**config.mk**
```make
export PLATFORM = sky130hd
export DESIGN_NAME = clip_sat_monitor
export DESIGN_NICKNAME = d
export VERILOG_FILES = /design/src/rtl/clip_sat_monitor.sv
export SDC_FILE = /design/constraint.sdc
export NUM_CORES = 1
export LEC_CHECK = 0
export ABC_AREA = 0
export BUFFER_PORTS_ARGS = -buffer_cell sky130_fd_sc_hd__buf_2
export CORE_MARGIN = 2
export CORE_UTILIZATION = 30
export DETAILED_ROUTE_END_ITERATION = 7
export PLACE_DENSITY = 0.48
export SLEW_MARGIN = 20
export SYNTH_ARGS = -nofsm -noshare
export SYNTH_HDL_FRONTEND = slang
export SYNTH_SLANG_ARGS = --single-unit
```
**constraint.sdc**
```tcl
create_clock -name clk -period 3.1 [get_ports clk]
set_input_delay 0.465 -clock clk [delete_from_list [all_inputs] [get_ports clk]]
set_output_delay 0.465 -clock clk [all_outputs]
set_load 0.02 [all_outputs]
```
**src/rtl/clip_sat_monitor.sv**
```systemverilog
// Purpose: registered signed saturating clip (bits_in -> bits_out) with windowed clip-event statistics.
// Latency: 1 cycle from stb_in to stb_out/out/clip_now; statistics update on the same edge.
// Backpressure: none; accepts a sample every cycle, stb_in qualifies data and is never stalled.
//
// Ports:
//   clk, rst_n     clock (rising edge) and asynchronous active-low reset
//   clear          synchronous clear of window index, accumulator and sticky flag
//   enable         statistics enable (data path ignores it)
//   stb_in, in     input sample strobe and signed sample
//   stb_out, out   registered strobe and clipped sample
//   clip_now       sample currently on out was saturated
//   clip_sticky    any clip seen while enabled, held until clear
//   clip_count     clip total of the last completed window
//   count_valid    one-cycle pulse when clip_count updates
module clip_sat_monitor #(
  parameter int bits_in     = 18,
  parameter int bits_out    = 16,
  parameter int cnt_width   = 16,
  parameter int window_log2 = 10
) (
  input  logic                       clk,
  input  logic                       rst_n,
  input  logic                       clear,
  input  logic                       enable,
  input  logic                       stb_in,
  input  logic signed [bits_in-1:0]  in,
  output logic                       stb_out,
  output logic signed [bits_out-1:0] out,
  output logic                       clip_now,
  output logic                       clip_sticky,
  output logic [cnt_width-1:0]       clip_count,
  output logic                       count_valid
);

  localparam logic signed [bits_out-1:0] max_val = {1'b0, {(bits_out-1){1'b1}}};
  localparam logic signed [bits_out-1:0] min_val = {1'b1, {(bits_out-1){1'b0}}};
  localparam int                         up_w    = bits_in - bits_out + 1;
  localparam logic [window_log2-1:0]     widx_one = {{(window_log2-1){1'b0}}, 1'b1};
  localparam logic [cnt_width-1:0]       acc_one  = {{(cnt_width-1){1'b0}}, 1'b1};

  typedef enum logic {
    IDLE = 1'b0,
    RUN  = 1'b1
  } state_t;

  state_t                  state_q;
  state_t                  state_d;
  logic [window_log2-1:0]  widx;
  logic [cnt_width-1:0]    acc;

  // ------------------------------------------------------------------
  // Clip arithmetic
  // ------------------------------------------------------------------
  // The sample fits in bits_out only if every discarded bit equals the
  // new sign bit, i.e. the upper slice is all-zeros or all-ones.
  logic [up_w-1:0]          upper;
  logic                     in_clip;
  logic signed [bits_out-1:0] clip_val;

  assign upper   = in[bits_in-1:bits_out-1];
  assign in_clip = (upper != {up_w{1'b0}}) && (upper != {up_w{1'b1}});

  always_comb begin
    clip_val = in[bits_out-1:0];
    if (in_clip) begin
      clip_val = in[bits_in-1] ? min_val : max_val;
    end
  end

  // ------------------------------------------------------------------
  // Data register: out/clip_now hold between strobes
  // ------------------------------------------------------------------
  always_ff @(posedge clk or negedge rst_n) begin
    if (!rst_n) begin
      stb_out  <= 1'b0;
      out      <= '0;
      clip_now <= 1'b0;
    end else begin
      stb_out <= stb_in;
      if (stb_in) begin
        out      <= clip_val;
        clip_now <= in_clip;
      end
    end
  end

  // ------------------------------------------------------------------
  // Statistics FSM
  // ------------------------------------------------------------------
  always_ff @(posedge clk or negedge rst_n) begin
    if (!rst_n) begin
      state_q <= IDLE;
    end else begin
      state_q <= state_d;
    end
  end

  logic                 count_en;
  logic                 win_end;
  logic [cnt_width-1:0] acc_inc;
  logic [cnt_width-1:0] acc_next;

  always_comb begin
    state_d  = state_q;
    count_en = 1'b0;
    win_end  = 1'b0;
    acc_inc  = acc;
    acc_next = acc;
    case (state_q)
      IDLE: begin
        if (enable) begin
          state_d = RUN;
        end
      end
      RUN: begin
        if (!enable) begin
          state_d = IDLE;
        end
        // enable is also required here so a sample arriving on the cycle
        // enable drops is passed through but not counted.
        count_en = enable && stb_in && !clear;
      end
      default: state_d = IDLE;
    endcase
    // Accumulator saturates at all-ones rather than wrapping.
    if (acc != {cnt_width{1'b1}}) begin
      acc_inc = acc + acc_one;
    end
    acc_next = in_clip ? acc_inc : acc;
    win_end  = count_en && (widx == {window_log2{1'b1}});
  end

  // ------------------------------------------------------------------
  // Window index, accumulator, sticky flag, published count
  // ------------------------------------------------------------------
  always_ff @(posedge clk or negedge rst_n) begin
    if (!rst_n) begin
      widx        <= '0;
      acc         <= '0;
      clip_sticky <= 1'b0;
      clip_count  <= '0;
      count_valid <= 1'b0;
    end else begin
      count_valid <= 1'b0;
      if (clear) begin
        // clear wins over a coincident sample: nothing is counted and no
        // window completes; clip_count keeps the last published value.
        widx        <= '0;
        acc         <= '0;
        clip_sticky <= 1'b0;
      end else begin
        if (enable && stb_in && in_clip) begin
          clip_sticky <= 1'b1;
        end
        if (count_en) begin
          widx <= widx + widx_one;
          if (win_end) begin
            clip_count  <= acc_next;
            count_valid <= 1'b1;
            acc         <= '0;
          end else begin
            acc <= acc_next;
          end
        end
      end
    end
  end

endmodule
```
Yosys cells after proc, flatten, opt, wreduce, memory -nomap -nowiden. Cells that the tools add are included.

Reductions and logical operators: 10. Bitwise operators: 1. Add/subtract/negate cells: 2. Multiplexer cells: 16. Equal/unequal tests: 3.

Operator list (number): $mux W16 (7); $mux W10 (2); $add A16 B1 Y16 const B (1); $ne A16 B16 Y1 const B (1); $add A10 B1 Y10 const B (1); $eq A10 B10 Y1 const B (1); $mux W1 (7); $logic_and A1 B1 Y1 (5); $reduce_bool A2 Y1 (2); $ne A3 B3 Y1 const B (1); $reduce_and A3 Y1 (1); $reduce_bool A3 Y1 (1); $logic_not A1 Y1 (1); $not A1 Y1 (1).

Word-level logic and storage cells: 41. Register bits: 63. Output and inout bits: 36.

Depth between registers and ports, before layout. Gate-level depths: netlist of the first run.

Word-level depth: 7. Depth in mapped cells: 9.

Worst setup path before layout of the first run. OpenSTA, ideal clock, no wires.

Kind: reg2reg. Start: reg widx[0]. End: reg acc[3]. Path buffers: 1. Arrival: 1.886 ns. Stages on the path, launching flop included: 7. Data required time: 3.018 ns. Slack: 1.132 ns. Path through: dfrtp_1 -> ha_1 -> and4_1 -> a311oi_2 -> clkbuf_1 -> a21oi_1 -> a31oi_1.

Word-level cells in the longest chain between the ends: 5.

Ends and longest elaborated chain: from (decl) (line 48) `logic [window_log2-1:0] widx;`; from (signal assigned) (line 156) `widx <= widx + widx_one;`; $eq A10 B10 Y1 (line 130) `win_end = count_en && (widx == {window_log2{1'b1}});`; $logic_and A1 B1 Y1 (line 130); $mux W16 (line 157) `if (win_end) begin`; $mux W16 (line 155) `if (count_en) begin`; $mux W16 (line 145) `if (clear) begin`; to (signal assigned) (line 162) `acc <= acc_next;`; to (decl) (line 49) `logic [cnt_width-1:0] acc;`.

No other way between the ends. The select of a mux whose other input is x is not followed. A chain may end at the register's enable or synchronous reset.

Worst setup path in the final report of the first run.
Start: reg acc[0]. End: reg clip_count[7].

Word-level cells in the longest chain between the ends: 3. Elaborated cells on any way between the ends: 4. Classes of those cells: add/sub: 1; eq/ne: 1; mux: 2.

Ends and longest elaborated chain: $add A16 B1 Y16 or $ne A16 B16 Y1 (tied branches) (line 127, 126); $mux W16 (*) (line 126) `if (acc != {cnt_width{1'b1}}) begin`; $mux W16 (*) (line 129) `acc_next = in_clip ? acc_inc : acc;`; to (signal assigned) (line 158) `clip_count <= acc_next;`; to (decl) (line 31) `output logic [cnt_width-1:0] clip_count,`.

Mark *: on every way between the ends. The rest lies on a longest branch, timed or not.

==> results.yml, run 1 <==
cells_and_area:
  nets: 404
  area_growth_syn_to_fin_pct: 19.39
  final_core_util_pct: 36.46
  post_route_cells_drive_above_1_share_pct: 23.18
  antennaDiodeCount: 0
  cell_area_after_layout_mm2: 0.003714
  stdcell_count: 520
sta:
  final-max-slew-violation-count: 0
  maxClockFrequency_mhz: 458.0
  hold_viol_final: 0
  grt_setup_unrepaired: "no"
  fin_setup_tns_ns: 0
  skew_ns: 0.007136
  relSlewSlack_pct: 34.49
  min_period_over_period_pct: 70.43
  tightest_slew_ns: 0.9790
  finalSetupViolCount: 0
  min_period_ns: 2.183
critical_path:
  worst-path-buf-inv: 0
  arrival_ns: 2.36
  crit_chain: "ha_1 > nand3_1 > or4_1 > nand3_1 > xor2_1 > o21ai_0"
  cpMaxStageDelayCell: "or4_1"
  startpoint_type: "flip-flop"
  worstSetupEndpointType: "flip-flop"
  timing.critical_path.mode_cell: "nand3_1"
  cp_max_fo: 7
  critical_path.top_delay_family: "simple AND/OR/NAND/NOR gates"
  critPathKind: "flip-flop to flip-flop"
  cpPeakStageDelay_ns: 0.62
  cp_data_required_time_ns: 3.28
power:
  fin_total_pwr_w: 0.001754
  ir_worst_vdd_v: 0.0002600
  pwr_density_cell_mw_per_mm2: 472.2
  leakage_nw: 1.647
worst_hold_path:
  worstHoldPathType: "input port to flip-flop"
cts:
  tritoncts_num_sinks: 63
  postCtsSetupBuffers: 0
  cts_inserted_buffers: 9
  cts_tree: "built"
  ctsResizeCount: 0
  cts-root-to-sink-buffers: 2
  cts_hold_buf: 0
  root_driver: "clkbuf_8"
  htreeDepth: 3
  clkTransAtPathRegs_ns: 0.07
  clock_latency_ns: 0.34
synth:
  syn_std_cell_area_mm2: 0.003110
  distinct_cells_synth: 44
  edff_count_synth: 0
  share_of_flip_flops_with_an_asynchronous_set_or_reset_pct: 100.0
  ys_ff_latch: 63
  ys_seq_area_share_pct: 50.68
  synth_ff_type: "dfrtp_1"
  ys_warn_count: 0
  mappedNetlistNets: 351
  post_synth_inst_count: 326
  syn_area_per_cell_um2: 9.541
global_routing:
  first_global_vias: 2530
  grt_start_max_net_pins: 64
  grt_first_pass_wirelength_um: 12680
  grt_use_total_pct: 14.32
  grt_remaining_overflow: 0
  antenna_found_initial: 0
placement:
  dp_hpwl_um: 4946
  post-place-cells: 504
  postPlaceCellArea_mm2: 0.003516
  routabilityCongestion: 0.7637
  place.port_buffers: 58
routing:
  remaining_antenna_violation_count_after_routing: 0
  remaining_drc_errors: 0
  first_pass_iters: 4
  drt_first_iter_violations: 96
  average_detailed_routed_wire_length_per_instance_um: 13.89
  wl_um: 7224
  routed-via-count: 2522
  vias_per_cell: 4.850
floorplan:
  fp.dieArea_mm2: 0.01120
  fp.dieW_um: 105.8
  ios: 59
  num_rows: 37
  floorplan.core_area_mm2: 0.01018
  chipHeight_um: 105.8
  start_util_pct: 30.54
run_status:
  outcome: "finished, final reports clean"
job:
  drv_cap: 0
cell usage in the layout (no fill, tap or decap), types with 8 or more instances in the layout:
cell,n
a21oi_1,43
a31oi_1,8
buf_2,58
clkbuf_8,9
dfrtp_1,63
nand2_1,28
nand3_1,11
nand4_1,9
nor2_1,40
o21ai_0,23
xnor2_1,11
xor2_1,9
cell type report:
cell class                      count  area [um2]
Tap cell                          136       170.2
Inverter                            3       11.26
Fill cell                        1064        6471
Clock inverter                      7       73.82
Clock buffer                        9       123.9
Multi-Input combinational cell    240        1438
Sequential cell                    63        1577
Timing Repair Buffer               62       320.3
worst register-to-register path, stage by stage, from the launching register on:
cell and delay (ns):
dfrtp_1 0.43, ha_1 0.35, nand3_1 0.19, or4_1 0.62, nand3_1 0.20, xor2_1 0.15
o21ai_0 0.09
metrics by stage:
step / worst slack (ns) / hold slack, ns
final: 0.9166 / 0.2700
after global routing: 0.7607 / 0.2444
after CTS: 0.9282 / 0.2453
after detailed placement: 0.7308 / 0.4649
after global placement: 0.7874 / 0.4569
after floorplan: 1.132 / 0.1694
per-layer routing:
metal  track usage, %  up-vias  part of all wire (%)
li1                 -     1273                     -
met5                0        -                     0
met1            18.95     1179                    49
met4            4.793        0                   1.2
met3            5.318        7                   6.5
met2            21.61       63                    43
cell families (layout without fill, tap and decap cells):
kind of cell | Yosys count | in the layout | share of synthesized area, %
flip-flops | 63 | 63 | 50.68
AND/OR/NAND/NOR | 122 | 122 | 21.04
multiplexers | 4 | 4 | 1.368
adder cells (fa/ha/maj) | 2 | 2 | 0.8044
AO/OA/AOI/OAI | 92 | 92 | 17.38
XOR/XNOR | 20 | 20 | 5.632
buffers and inverters | 23 | 81 | 3.097
final timing paths:
| kind | startpoint | endpoint | slack [ns] | cells after the start |
|---|---|---|---|---|
| max in group asynchronous | rst_n | count_valid | 2.27 | 2 |
| min reg2reg | clip_count[9] | clip_count[9] | 0.47 | 2 |
| max | acc[0] | clip_count[7] | 0.92 | 6 |
| min | enable | state_q | 0.27 | 1 |
| max reg2reg | acc[0] | clip_count[7] | 0.92 | 6 |
| min in group asynchronous | rst_n | clip_count[10] | 0.29 | 2 |
registers in the layout, summed over array words and instances (netlist names):
register     cells
stb_out          1
count_valid      1
widx            10
state_q          1
acc             16
out             16
clip_now         1
clip_count      16
clip_sticky      1
synth_stat cells (all sizes together), types with 8 or more instances:
master / count / share of area [%]
nor2: 40 / 4.8
clkbuf: 13 / 1.6
xor2: 9 / 2.5
nand2: 28 / 3.4
nand4: 10 / 2.5
o21ai: 25 / 4.1
nand3: 11 / 1.8
xnor2: 11 / 3.1
a31oi: 8 / 1.6
dfrtp: 63 / 51
a21oi: 43 / 6.9
power by group:
part	internal, W	switching [W]	leakage, nW	total [W]
Sequential	0.000849	0.0000159	0.826	0.000865
Clock	0.000372	0.000344	0.0992	0.000716
Combinational	0.0000562	0.000116	0.722	0.000172
Total	0.00128	0.000476	1.65	0.00175
(Power assumes the default switching activity.)
==> inputs of run 2 (changes only) <==
--- a/config.mk
+++ b/config.mk
@@ -5,12 +5,12 @@
 export SDC_FILE = /design/constraint.sdc
 export NUM_CORES = 1
 export LEC_CHECK = 0
-export ABC_AREA = 0
+export ABC_AREA = 1
 export BUFFER_PORTS_ARGS = -buffer_cell sky130_fd_sc_hd__buf_2
 export CORE_MARGIN = 2
 export CORE_UTILIZATION = 30
 export DETAILED_ROUTE_END_ITERATION = 7
-export PLACE_DENSITY = 0.48
+export PLACE_DENSITY = 0.5
 export SLEW_MARGIN = 20
 export SYNTH_ARGS = -nofsm -noshare
 export SYNTH_HDL_FRONTEND = slang
==> constraint.sdc (replaced) <==
create_clock -name clk -period 1.8 [get_ports clk]
set_input_delay 0.27 -clock clk [delete_from_list [all_inputs] [get_ports clk]]
set_output_delay 0.27 -clock clk [all_outputs]
set_load 0.02 [all_outputs]
==> run 2 against run 1 <==
Against the previous run:
- die area increased by 6.1%
- final cell count grew 24%
- register-to-register slack got worse by 0.73 ns
- clock power is 110% higher
- global-route usage rose by 1.4 points
- sequential power increased by 73%
- combinational power is 93% higher
- sequential share of layout area down 3.8 points
- non-clock buffer count grew 7
- worst setup slack worse by 0.73 ns
- cell area grew 9.9%
==> results.yml, run 2 <==
run_status:
  outcome: "finished, final reports clean"
cts:
  root_driver: "clkbuf_8"
  clock_latency_ns: 0.34
  cts-root-to-sink-buffers: 2
  tritoncts_num_sinks: 63
  clkTransAtPathRegs_ns: 0.07
  htreeDepth: 3
  cts_tree: "built"
  cts_inserted_buffers: 9
synth:
  ys_ff_latch: 63
  yosysTopAreaCellShare_pct: 47.64
  ys_seq_area_share_pct: 47.64
  syn_area_per_cell_um2: 7.678
  mappedNetlistNets: 456
  ys_warn_count: 0
  syn_std_cell_area_mm2: 0.003309
  synth.top_cells.by_area: "dfrtp_1, nand2_1, nand3_1, nor2_1, a21oi_1"
  synth_ff_type: "dfrtp_1"
  distinct_cells_synth: 32
  post_synth_inst_count: 431
  synth_top_cell_by_area: "dfrtp_1"
  share_of_flip_flops_with_an_asynchronous_set_or_reset_pct: 100.0
  top_cells_by_instance_count_after_synthesis: "nand2_1, dfrtp_1, nand3_1"
  edff_count_synth: 0
  synth_most_common_cell: "nand2_1"
routing:
  average_detailed_routed_wire_length_per_instance_um: 13.11
  drt_first_iter_violations: 154
  routed-via-count: 2952
  vias_per_cell: 4.584
  remaining_drc_errors: 0
  remaining_antenna_violation_count_after_routing: 0
  first_pass_iters: 4
  wl_um: 8445
sta:
  hold_viol_final: 0
  final-max-slew-violation-count: 0
  grt_setup_unrepaired: "no"
  tightest_slew_ns: 0.4424
  fin_setup_tns_ns: 0
  min_period_over_period_pct: 89.72
  maxClockFrequency_mhz: 619.2
  skew_ns: 0.007813
  relSlewSlack_pct: 70.46
  min_period_ns: 1.615
  finalSetupViolCount: 0
critical_path:
  critPathKind: "flip-flop to flip-flop"
  cp_data_required_time_ns: 2.08
  reg2regPathDepth: 8
  critical_path_depth: 8
  arrival_ns: 1.90
  startpoint_type: "flip-flop"
  cpPeakStageDelay_ns: 0.39
  worst-path-buf-inv: 1
  worstSetupEndpointType: "flip-flop"
  critical_path.top_delay_family: "simple AND/OR/NAND/NOR gates"
  cpMaxStageDelayCell: "dfrtp_1"
  crit_chain: "ha_1 > nand2_1 > nor2_4 > nand4_2 > nor2_4 > buf_4 > nand2_1 > nand2_1"
  timing.critical_path.mode_cell: "nand2_1"
  cp_max_fo: 5
global_routing:
  first_global_vias: 2865
  grt_first_pass_wirelength_um: 14350
  grt_start_max_net_pins: 64
  antenna_found_initial: 0
  grt_use_total_pct: 15.71
  grt_remaining_overflow: 0
cells_and_area:
  area_growth_syn_to_fin_pct: 23.29
  stdcell_count: 644
  nets: 524
  layout_commonest_cell: "nand2_1"
  post_route_cells_drive_above_1_share_pct: 23.21
  antennaDiodeCount: 0
  largest_regs: "acc x16, clip_count x16, out x16"
  fill_cells: 1111
  most-common-layout-cells: "nand2_1, dfrtp_1, buf_2, nand3_1, nor2_1"
  cell_area_after_layout_mm2: 0.004080
floorplan:
  chipHeight_um: 109.0
  fp.dieArea_mm2: 0.01189
  start_util_pct: 30.66
  floorplan.core_area_mm2: 0.01079
  ios: 59
  num_rows: 38
  fp.dieW_um: 109.0
job:
  drv_cap: 0
worst_hold_path:
  hold-path-cell-count: 1
  worstHoldPathType: "input port to flip-flop"
power:
  leakage_nw: 2.092
  ir_worst_vdd_v: 0.0003894
  pwr_density_cell_mw_per_mm2: 824.5
placement:
  postPlaceCellArea_mm2: 0.003805
  routabilityCongestion: 0.8495
  dp_hpwl_um: 5843
  post-place-cells: 626
  place.port_buffers: 58
==> run 2: cell types whose count changed after synthesis, moves of 6 or more <==
cell / before / now
inv_1: 3 / 24
xnor2_1: 11 / 1
inv_2: 0 / 8
a31oi_1: 8 / 0
nand3_1: 11 / 36
a21oi_1: 43 / 20
xor2_1: 9 / 2
o21ai_0: 23 / 11
nor2_4: 0 / 6
clkbuf_1: 12 / 3
and4_1: 7 / 0
nand2_1: 28 / 176
==> run 2: path summary, 6_finish.rpt <==
| path | end | start | slack, ns |
|---|---|---|---|
| max | clip_count[12] | widx[0] | 0.19 |
| min | state_q | enable | 0.07 |
| max reg2reg | clip_count[12] | widx[0] | 0.19 |
| min reg2reg | clip_count[1] | clip_count[1] | 0.48 |
| max in group asynchronous | clip_count[10] | rst_n | 1.02 |
| min in group asynchronous | count_valid | rst_n | 0.46 |
==> run 2: final cells by class <==
type / instances / area (um2) / area share (%)
flip-flops and latches: 63 / 1577 / 38.64
multi-input cells: 324 / 1550 / 37.99
repair buffers: 69 / 412.9 / 10.12
well taps: 140 / 175.2 / 4.293
clock buffers: 9 / 123.9 / 3.036
clock inverters: 7 / 121.4 / 2.975
inverters: 32 / 120.1 / 2.944
==> run 2: logic make-up after synthesis <==
family	synth area share (%)
and+or+nand+nor	38.11
xor gates and xnor gates	0.7941
DFF	47.64
AOI/OAI and AO/OA	6.805
buffers and inverters	5.898
adders and majority gates	0.7560
==> run 2: power by group <==
part           internal [W]  leakage (nW)  total (W)  switching [W]
Sequential          0.00147         0.832    0.00150      0.0000311
Clock              0.000925         0.123    0.00153       0.000608
Combinational      0.000106          1.14   0.000332       0.000226
==> run 2: metrics by stage <==
stage	total power [W]	utilization (%)	setup WS, ns	hold WS, ns
4_1_cts	0.003411	37.62	0.1418	0.05675
3_5_place_dp	0.001862	35.25	0.1604	0.3165
6_report	0.003364	37.80	0.1851	0.07037
3_3_place_gp	0.001859	35.25	0.1713	0.3122
5_1_grt	0.003519	37.80	0.002784	0.05472
2_1_floorplan	0.001702	-	0.2806	-0.02559
==> run 2: timing repair <==
| item | in CTS | in global routing |
|---|---|---|
| hold endpoints to repair | 63 | 0 |
| setup buffers | 0 | 1 |
| hold buffers | 1 | 0 |
| resized for setup | 0 | 2 |
| endpoints found under the setup margin | 0 | 18 |
==> run 2: layer usage <==
metal / part of all wire, % / routed length [um] / up-vias / global-route usage [%]
li1: - / - / 1507 / -
met1: 49 / 4149 / 1389 / 21.46
met2: 46 / 3870 / 46 / 24.45
met3: 3.7 / 313 / 10 / 3.527
met4: 1.3 / 111 / 0 / 5.586
met5: 0 / 0 / - / 0
==> run 2: worst register-to-register path, cell delays in order, from the launching register on <==
cell,delay (ns)
dfrtp_1,0.39
ha_1,0.17
nand2_1,0.12
nor2_4,0.19
nand4_2,0.16
nor2_4,0.20
buf_4,0.17
nand2_1,0.08
nand2_1,0.07
